File: src/rtl/cnn_frame_scheduler.sv
// cnn_frame_scheduler: frame-level controller for the CNN inference pipeline.
// Launches one image through the fmap feeder and waits for the stage-3
// classification. It captures alpha/led and reports busy, done and error status.
//
// Ports:
//   clk, reset_n        clock, synchronous active-low reset
//   i_start, i_abort    frame request (sampled in IDLE/ERROR), abort to IDLE
//   i_sel[3:0]          image select, latched on launch into o_sel
//   i_core_valid        stage-1 conv output strobe
//   i_pool_valid        pooling output strobe
//   i_result_valid      classification valid, with i_alpha[7:0] and i_led[2:0]
//   o_feed_valid        one-cycle launch pulse to the feeder
//   o_sel[3:0]          latched image select
//   o_busy, o_done      frame in flight, one-cycle completion pulse
//   o_alpha, o_led      last captured classification
//   o_err, o_err_code   error flag; 01 = timeout, 10 = strobe count mismatch
//   o_frame_cnt[7:0]    completed frames, wrapping
//
// Optional feature: define CNN_SCHED_COUNT_CHECK_EN to build the conv and pool
// strobe counters. The result is then checked against CONV_OUT_CNT/POOL_OUT_CNT.
module cnn_frame_scheduler #(
    parameter int unsigned CONV_OUT_CNT = 576,
    parameter int unsigned POOL_OUT_CNT = 144,
    parameter int unsigned TIMEOUT      = 20000,
    parameter int unsigned CNT_BW       = 10,
    parameter int unsigned TO_BW        = 16
) (
    input  logic       clk,
    input  logic       reset_n,
    input  logic       i_start,
    input  logic       i_abort,
    input  logic [3:0] i_sel,
    input  logic       i_core_valid,
    input  logic       i_pool_valid,
    input  logic       i_result_valid,
    input  logic [7:0] i_alpha,
    input  logic [2:0] i_led,
    output logic       o_feed_valid,
    output logic [3:0] o_sel,
    output logic       o_busy,
    output logic       o_done,
    output logic [7:0] o_alpha,
    output logic [2:0] o_led,
    output logic       o_err,
    output logic [1:0] o_err_code,
    output logic [7:0] o_frame_cnt
);

    localparam logic [1:0] ERR_NONE    = 2'b00;
    localparam logic [1:0] ERR_TIMEOUT = 2'b01;
    localparam logic [1:0] ERR_COUNT   = 2'b10;

    typedef enum logic [2:0] {
        S_IDLE,
        S_LAUNCH,
        S_RUN,
        S_DONE,
        S_ERROR
    } state_e;

    state_e             state_q, state_d;
    logic [3:0]         sel_q, sel_d;
    logic               feed_valid_q, feed_valid_d;
    logic               busy_q, busy_d;
    logic               done_q, done_d;
    logic [7:0]         alpha_q, alpha_d;
    logic [2:0]         led_q, led_d;
    logic               err_q, err_d;
    logic [1:0]         err_code_q, err_code_d;
    logic [7:0]         frame_cnt_q, frame_cnt_d;
    logic [TO_BW-1:0]   to_cnt_q, to_cnt_d;

    // Timeout terminal count: the cycle the counter holds TIMEOUT-1.
    logic to_term_c;
    assign to_term_c = (to_cnt_q == TO_BW'(TIMEOUT - 1));

`ifdef CNN_SCHED_COUNT_CHECK_EN
    logic [CNT_BW-1:0] conv_cnt_q, conv_cnt_d;
    logic [CNT_BW-1:0] pool_cnt_q, pool_cnt_d;
    logic              cnt_mismatch_c;

    // Evaluated on the result cycle, so it includes any strobe arriving with the result.
    assign cnt_mismatch_c = (conv_cnt_d != CNT_BW'(CONV_OUT_CNT)) ||
                            (pool_cnt_d != CNT_BW'(POOL_OUT_CNT));

    // Saturating strobe counters; active only in RUN, cleared on launch.
    always_comb begin
        conv_cnt_d = conv_cnt_q;
        pool_cnt_d = pool_cnt_q;
        if (!i_abort) begin
            if (state_q == S_IDLE && i_start) begin
                conv_cnt_d = '0;
                pool_cnt_d = '0;
            end else if (state_q == S_RUN) begin
                if (i_core_valid && (conv_cnt_q != '1)) begin
                    conv_cnt_d = conv_cnt_q + CNT_BW'(1);
                end
                if (i_pool_valid && (pool_cnt_q != '1)) begin
                    pool_cnt_d = pool_cnt_q + CNT_BW'(1);
                end
            end
        end
    end

    always_ff @(posedge clk) begin
        if (!reset_n) begin
            conv_cnt_q <= '0;
            pool_cnt_q <= '0;
        end else begin
            conv_cnt_q <= conv_cnt_d;
            pool_cnt_q <= pool_cnt_d;
        end
    end
`else
    // Strobe inputs and count parameters have no function without the count check.
    logic unused_c;
    assign unused_c = ^{i_core_valid, i_pool_valid,
                        CNT_BW'(CONV_OUT_CNT), CNT_BW'(POOL_OUT_CNT)};
`endif

    // Next-state and registered-output logic.
    always_comb begin
        state_d      = state_q;
        sel_d        = sel_q;
        feed_valid_d = 1'b0;
        done_d       = 1'b0;
        alpha_d      = alpha_q;
        led_d        = led_q;
        err_d        = err_q;
        err_code_d   = err_code_q;
        frame_cnt_d  = frame_cnt_q;
        to_cnt_d     = to_cnt_q;

        if (i_abort) begin
            // Abort wins over everything; only an error being held is released.
            state_d = S_IDLE;
            if (state_q == S_ERROR) begin
                err_d      = 1'b0;
                err_code_d = ERR_NONE;
            end
        end else begin
            unique case (state_q)
                S_IDLE: begin
                    if (i_start) begin
                        sel_d        = i_sel;
                        to_cnt_d     = '0;
                        err_d        = 1'b0;
                        err_code_d   = ERR_NONE;
                        feed_valid_d = 1'b1;
                        state_d      = S_LAUNCH;
                    end
                end
                S_LAUNCH: begin
                    to_cnt_d = to_cnt_q + TO_BW'(1);
                    state_d  = S_RUN;
                end
                S_RUN: begin
                    to_cnt_d = to_cnt_q + TO_BW'(1);
                    if (i_result_valid) begin
                        // A result on the terminal cycle still counts as a success.
                        alpha_d     = i_alpha;
                        led_d       = i_led;
                        done_d      = 1'b1;
                        frame_cnt_d = frame_cnt_q + 8'd1;
                        state_d     = S_DONE;
`ifdef CNN_SCHED_COUNT_CHECK_EN
                        if (cnt_mismatch_c) begin
                            err_d      = 1'b1;
                            err_code_d = ERR_COUNT;
                        end
`endif
                    end else if (to_term_c) begin
                        err_d      = 1'b1;
                        err_code_d = ERR_TIMEOUT;
                        state_d    = S_ERROR;
                    end
                end
                S_DONE: begin
                    state_d = S_IDLE;
                end
                S_ERROR: begin
                    // A start here only acknowledges the error; it does not launch.
                    if (i_start) begin
                        err_d      = 1'b0;
                        err_code_d = ERR_NONE;
                        state_d    = S_IDLE;
                    end
                end
                default: begin
                    state_d = S_IDLE;
                end
            endcase
        end

        busy_d = (state_d == S_LAUNCH) || (state_d == S_RUN) || (state_d == S_DONE);
    end

    // State and output registers.
    always_ff @(posedge clk) begin
        if (!reset_n) begin
            state_q      <= S_IDLE;
            sel_q        <= '0;
            feed_valid_q <= 1'b0;
            busy_q       <= 1'b0;
            done_q       <= 1'b0;
            alpha_q      <= '0;
            led_q        <= '0;
            err_q        <= 1'b0;
            err_code_q   <= ERR_NONE;
            frame_cnt_q  <= '0;
            to_cnt_q     <= '0;
        end else begin
            state_q      <= state_d;
            sel_q        <= sel_d;
            feed_valid_q <= feed_valid_d;
            busy_q       <= busy_d;
            done_q       <= done_d;
            alpha_q      <= alpha_d;
            led_q        <= led_d;
            err_q        <= err_d;
            err_code_q   <= err_code_d;
            frame_cnt_q  <= frame_cnt_d;
            to_cnt_q     <= to_cnt_d;
        end
    end

    assign o_feed_valid = feed_valid_q;
    assign o_sel        = sel_q;
    assign o_busy       = busy_q;
    assign o_done       = done_q;
    assign o_alpha      = alpha_q;
    assign o_led        = led_q;
    assign o_err        = err_q;
    assign o_err_code   = err_code_q;
    assign o_frame_cnt  = frame_cnt_q;

endmodule

File: config.mk
export PLATFORM = sky130hd
export DESIGN_NAME = cnn_frame_scheduler
export DESIGN_NICKNAME = d
export VERILOG_FILES = /design/src/rtl/cnn_frame_scheduler.sv
export SDC_FILE = /design/constraint.sdc
export NUM_CORES = 1
export LEC_CHECK = 0
export BUFFER_PORTS_ARGS = -buffer_cell sky130_fd_sc_hd__buf_4
export CAP_MARGIN = 40
export CORE_MARGIN = 5
export CORE_UTILIZATION = 42
export DETAILED_ROUTE_END_ITERATION = 16
export PLACE_DENSITY = 0.74
export RECOVER_POWER = 50
export SLEW_MARGIN = 20
export SYNTH_ARGS = -nofsm -noshare
export SYNTH_HDL_FRONTEND = slang
export SYNTH_SLANG_ARGS = --single-unit
File: constraint.sdc
create_clock -name clk -period 2 [get_ports clk]
set_input_delay 0.1 -clock clk [delete_from_list [all_inputs] [get_ports clk]]
set_output_delay 0.1 -clock clk [all_outputs]
set_load 0.02 [all_outputs]
# ---- Word level (Yosys, flattened, before mapping)
# Index checks and enable logic that the tools add are counted.
dict set report word_totals {
  inputBits 22
  elab_cells 64
  ff_bits 48
}
dict set report classes {
  muxes 22
  n_reduce_logical 13
  n_eq_ne 12
  addsub 2
  bitwise_logic 4
}
# cell n
set ops {}
lappend ops {{16-bit one-hot mux with 2 select lines} 1}
lappend ops {{16-bit by 1-bit adder with 16-bit output (second input constant)} 1}
lappend ops {{16-bit by 15-bit == test with 1-bit output (second input constant)} 1}
lappend ops {{16-bit two-way mux} 1}
lappend ops {{3-bit two-way mux} 5}
lappend ops {{3-bit one-hot mux with 4 select lines} 1}
lappend ops {{2-bit two-way mux} 5}
lappend ops {{3-bit by 2-bit == test with 1-bit output (second input constant)} 3}
lappend ops {{3-bit AND reduction} 3}
lappend ops {{8-bit by 1-bit adder with 8-bit output (second input constant)} 1}
lappend ops {{1-bit two-way mux} 7}
lappend ops {{3-bit by 1-bit == test with 1-bit output (second input constant)} 2}
lappend ops {{3-bit != test (second input constant)} 2}
lappend ops {{3-bit OR reduction} 2}
lappend ops {{5-bit AND reduction} 1}
lappend ops {{1-bit NOT} 4}
lappend ops {{2-bit one-hot mux with 2 select lines} 1}
lappend ops {{2-bit OR reduction} 2}
lappend ops {{3-bit == test (second input constant)} 1}
lappend ops {{3-bit logical NOT} 1}
lappend ops {{3-bit by 1-bit != test with 1-bit output (second input constant)} 1}
lappend ops {{3-bit nonzero test} 1}
lappend ops {{1-bit logical OR} 2}
lappend ops {{2-bit by 1-bit != test with 1-bit output (second input constant)} 1}
lappend ops {{other kinds (3)} 3}

# ---- Logic depth before layout (Yosys ltp)
dict set report depth {
  word_depth 8
  ltp_mapped 6
  mapped_depth_nobuf 5
}

# ---- Worst setup path after synthesis
# No wires, ideal clock.
dict set report synth_path {
  path_type {flip-flop to flip-flop}
  startpoint {reg state_q[2]}
  endpoint {reg frame_cnt_q[7], in the netlist o_frame_cnt[7]}
  synth_period_minus_slack_ns 1.623
  arrival_ns 1.496
  setup_slack_ns 0.377
  setup_time_ns 0.128
  required_time_ns 1.872
  path_stages_with_launch 7
  path_cell_list {dfxtp_1 > buf_4 > or4b_4 > buf_6 > nor4_4 > xnor2_1 > nor2_1}
}
dict set report synth_via {
  elab_chain_cells 2
}
# element line_no
set synth_rtl {}
lappend synth_rtl {{start, declared} 61} ;# state_e state_q, state_d;
lappend synth_rtl {{start signal, assigned} 213} ;# state_q <= state_d;
lappend synth_rtl {{3-bit by 2-bit == test with 1-bit output} 142} ;# unique case (state_q)
lappend synth_rtl {{3-bit AND reduction (no line)} --}
lappend synth_rtl {{end signal, assigned} 222} ;# frame_cnt_q <= frame_cnt_d;
lappend synth_rtl {{end, declared} 70} ;# logic [7:0] frame_cnt_q, frame_cnt_d;
# No other way between the ends.
# A chain may end at the register's enable or synchronous reset.

# ---- Final worst setup path
dict set report layout_path {
  startpoint {reg state_q[0]}
  endpoint {reg frame_cnt_q[7], in the netlist o_frame_cnt[7]}
}
# The elaborated chain is that of the path after synthesis.

==> results.md <==
- Clock Skews: 4.938 ps
- Core ar.: 4692 µm²
- Arrival time at the worst endpoint: 1970 ps
- RSZ-0062 raised after global routing: no
- Final hold vios: 0
- Syn_nets: 264
- Internal power: approximately 1.4 mW
- Design Area, Final: 2421 µm²
- CP Launch Type: flop
- Detail Route Antenna Nets: 0
- Worst Path Max Fanout: 9
- Synth warn: 0
- Cell Pwr Density: just over 700 nW/µm²
- Reg2Reg Depth: 5
- Final period util: 0.8887
- Final Setup Violations: 0
- Clock Tree Buf Depth: 2
- Syn Inst Count: between 200 and 250
- Post-layout util: 0.5160
- TritonCTS clock tree: done
- R2r setup slk: 220 ps
- DP HPWL: around 3.3 mm
- Hold Buf Count CTS: 0
- Fmax: 0.5626 GHz
- Clock-pin transition on the worst setup and hold timing paths: 90 ps
- Peak VDD IR: 468.2 µV
- Syn_area_per_cell: between 8 and 9 µm²
- Via count: approximately 1800
- Crit path launch: state_q[0]
- List of most frequent post-synthesis cells: 46 x dfxtp_1, 36 x nand2_1, 31 x a21oi_1, 17 x nor2_1
- Clock buffer count from CTS: 5
- Die W: 79.41 µm
- WHS Endpoint: o_alpha[2]
- Netlist cell types: 40
- Status: complete, no violations
- Die Y: roughly 79 µm
- Vias in the first global route: between 1500 and 2000
- Fillcell total: 482
- Instance area after placement: ~2400 µm²
- DIE AREA: roughly 6300 µm²
- Hold path startpoint: i_alpha[2]
- HP Class: input port to flop
- Initial antenna violation count: 0
- Max-cap viol count: 0
- Vias per cell: 5.323
- Crit path kind: flop to flop
- Total gr overflow: 0
- WL/cell: roughly 13 µm
- Clk pwr share: 0.394
- Count leader, synth: dfxtp_1
- Final worst slack: 222.6 ps
- Area leader, netlist: dfxtp_1
- IO Port Bufs: between 40 and 50
- # rows: 25
- Post-layout min period: ~1800 ps
- Iteration-0 DRC Markers: 80
- Pin count of the biggest net entering global routing: 22
- Max-slew violations: 0
- # IOs: 51
- Top FF cell, synth: dfxtp_1
- Min-Delay Path Depth: 3
- Logic pwr share: 0.070
- Synth area leaders: dfxtp_1 46%, a21oi_1 7.7%, nand2_1 6.7%
- Ant. Diodes: 0
- Setup TNS: 0 ps
- FF-to-FF Start: state_q[0]
- Register bit total from synthesis: 46
- R2R Path End: o_frame_cnt[7]
- Post-CTS Setup Repair Bufs: 0
- DRT Wirelength: 4.613 mm
- Final nets: 313
- Dpl ws: ~210 ps
- Layout cell share with drive strength beyond 1: 0.1310
- GPL Wtd Cong: about 0.8
- Post-synth EDFFs: 0
- Sequential power share: 0.536
- Post-Syn Area: 2023 µm²
- Required @ worst endpoint: 2190 ps
- First-pass GRT wire length: 7.935 mm
- Sw Ratio: 0.2238
- Ys async rst share: 0
- Initial Util: 0.4312
- Drt pass-1 iters: 4
- Top cell type's share of synthesized area: 0.4552
- Clock network latency to the later pin of the worst-skew pair: 300 ps
- Clock Root Buffer: clkbuf_8
- Syn-to-layout area delta: 19.67%
- GRT Util Overall: 0.1541
- H-tree levels: 2
- Crit end category: flop
- Total power: roughly 1.7 mW
- NetSw: between 0.3 and 0.4 mW
- Remaining DRCs: 0
- Register area share after synthesis: 0.4552
- Leakage power: 0.8486 nW
- Sink Count: 46
placed cells by master (no fill, tap or decap), types with 2 or more instances in the layout:
master | synthesis | final
dfxtp_1 | 46 | 45
inv_1 | 2 | 2
and4_1 | 3 | 3
nand3_1 | 12 | 12
nand4_1 | 9 | 9
nor3_1 | 7 | 7
xor2_1 | 4 | 4
o21ai_0 | 12 | 12
nor4b_1 | 2 | 2
ha_1 | 2 | 2
and3_1 | 2 | 2
nor2_1 | 17 | 17
xnor2_1 | 7 | 7
a21oi_1 | 31 | 31
nand2b_1 | 2 | 2
buf_4 | 3 | 27
clkbuf_1 | 5 | 30
and2_1 | 2 | 2
nand2_1 | 36 | 36
nor2b_1 | 2 | 2
or3_1 | 11 | 11
clkbuf_8 | 0 | 5
flip-flops by register name, indices dropped and copies added (netlist names):
| name | count |
|---|---|
| o_sel | 4 |
| to_cnt_q | 16 |
| o_busy | 1 |
| o_done | 1 |
| o_alpha | 8 |
| o_feed_valid | 1 |
| o_frame_cnt | 8 |
| o_err_code | 1 |
| o_led | 3 |
| state_q | 3 |
power by group through the flow:
| stage | clock network [mW] | registers, mW | logic [mW] |
|---|---|---|---|
| after CTS | 0.706 | 0.933 | 0.129 |
| after detailed placement | 0 | 0.954 | 0.127 |
| after floorplan | 0 | 0.961 | 0.0603 |
| after global placement | 0 | 0.954 | 0.126 |
| after global routing | 0.732 | 0.935 | 0.135 |
| final | 0.686 | 0.933 | 0.121 |
per-layer routing:
layer / routed length (µm) / share of wire / track usage
met5: 0 / 0 / 0
met4: 76 / 0.016 / 0.05670
met3: 229 / 0.050 / 0.03612
met2: 2296 / 0.50 / 0.2593
met1: 2011 / 0.44 / 0.1914
worst max-delay path by stage:
stage | endpoint | depth (start not counted) | slack, ps
2_1_floorplan | o_frame_cnt[7] | 6 | 380
3_5_place_dp | to_cnt_q[7] | 5 | 210
6_report | o_frame_cnt[7] | 5 | 220
3_3_place_gp | to_cnt_q[11] | 5 | 260
5_1_grt | to_cnt_q[11] | 5 | 80
4_1_cts | to_cnt_q[11] | 5 | 160
logic make-up (layout without fill, tap and decap cells):
logic type / after synthesis / after routing / synth area share
muxes: 1 / 1 / 0.004948
and+or+nand+nor: 113 / 113 / 0.2981
xor gates and xnor gates: 11 / 11 / 0.04762
AOI/OAI and AO/OA: 49 / 49 / 0.1330
other: 1 / 1 / 0.001854
buffers and inverters: 17 / 67 / 0.04700
DFF: 46 / 46 / 0.4552
adders and majority gates: 2 / 2 / 0.01237
layout make-up:
cell class                      count  area (µm²)  area share
Clock inverter                      2       37.54     0.01550
Clock buffer                        6       72.57     0.02997
Multi-Input combinational cell    177       998.5      0.4124
Tap cell                           54       67.56     0.02791
Timing Repair Buffer               56       311.5      0.1287
Sequential cell                    46       922.1      0.3809
Inverter                            3       11.26    0.004651
worst max-delay path, stage by stage, from the launching register on:
cell     delay (ps)
dfxtp_1         350
buf_4           180
or4b_1          630
nor4_4          320
xnor2_1         150
nor2_1           50
per-stage QoR:
stage,cells,hold WS [ps]
floorplan,240,236.0
global placement,336,346.9
detailed placement,336,356.6
CTS,344,29.67
global route,344,40.32
finish,344,43.39
timing repair:
| item | 4_1_cts | 5_1_grt |
|---|---|---|
| endpoints found under the hold margin | 0 | 0 |
| gates resized for setup | 0 | 1 |
| endpoints found under the setup margin | 0 | 2 |
No activity file was read; power rests on OpenSTA's default activity.
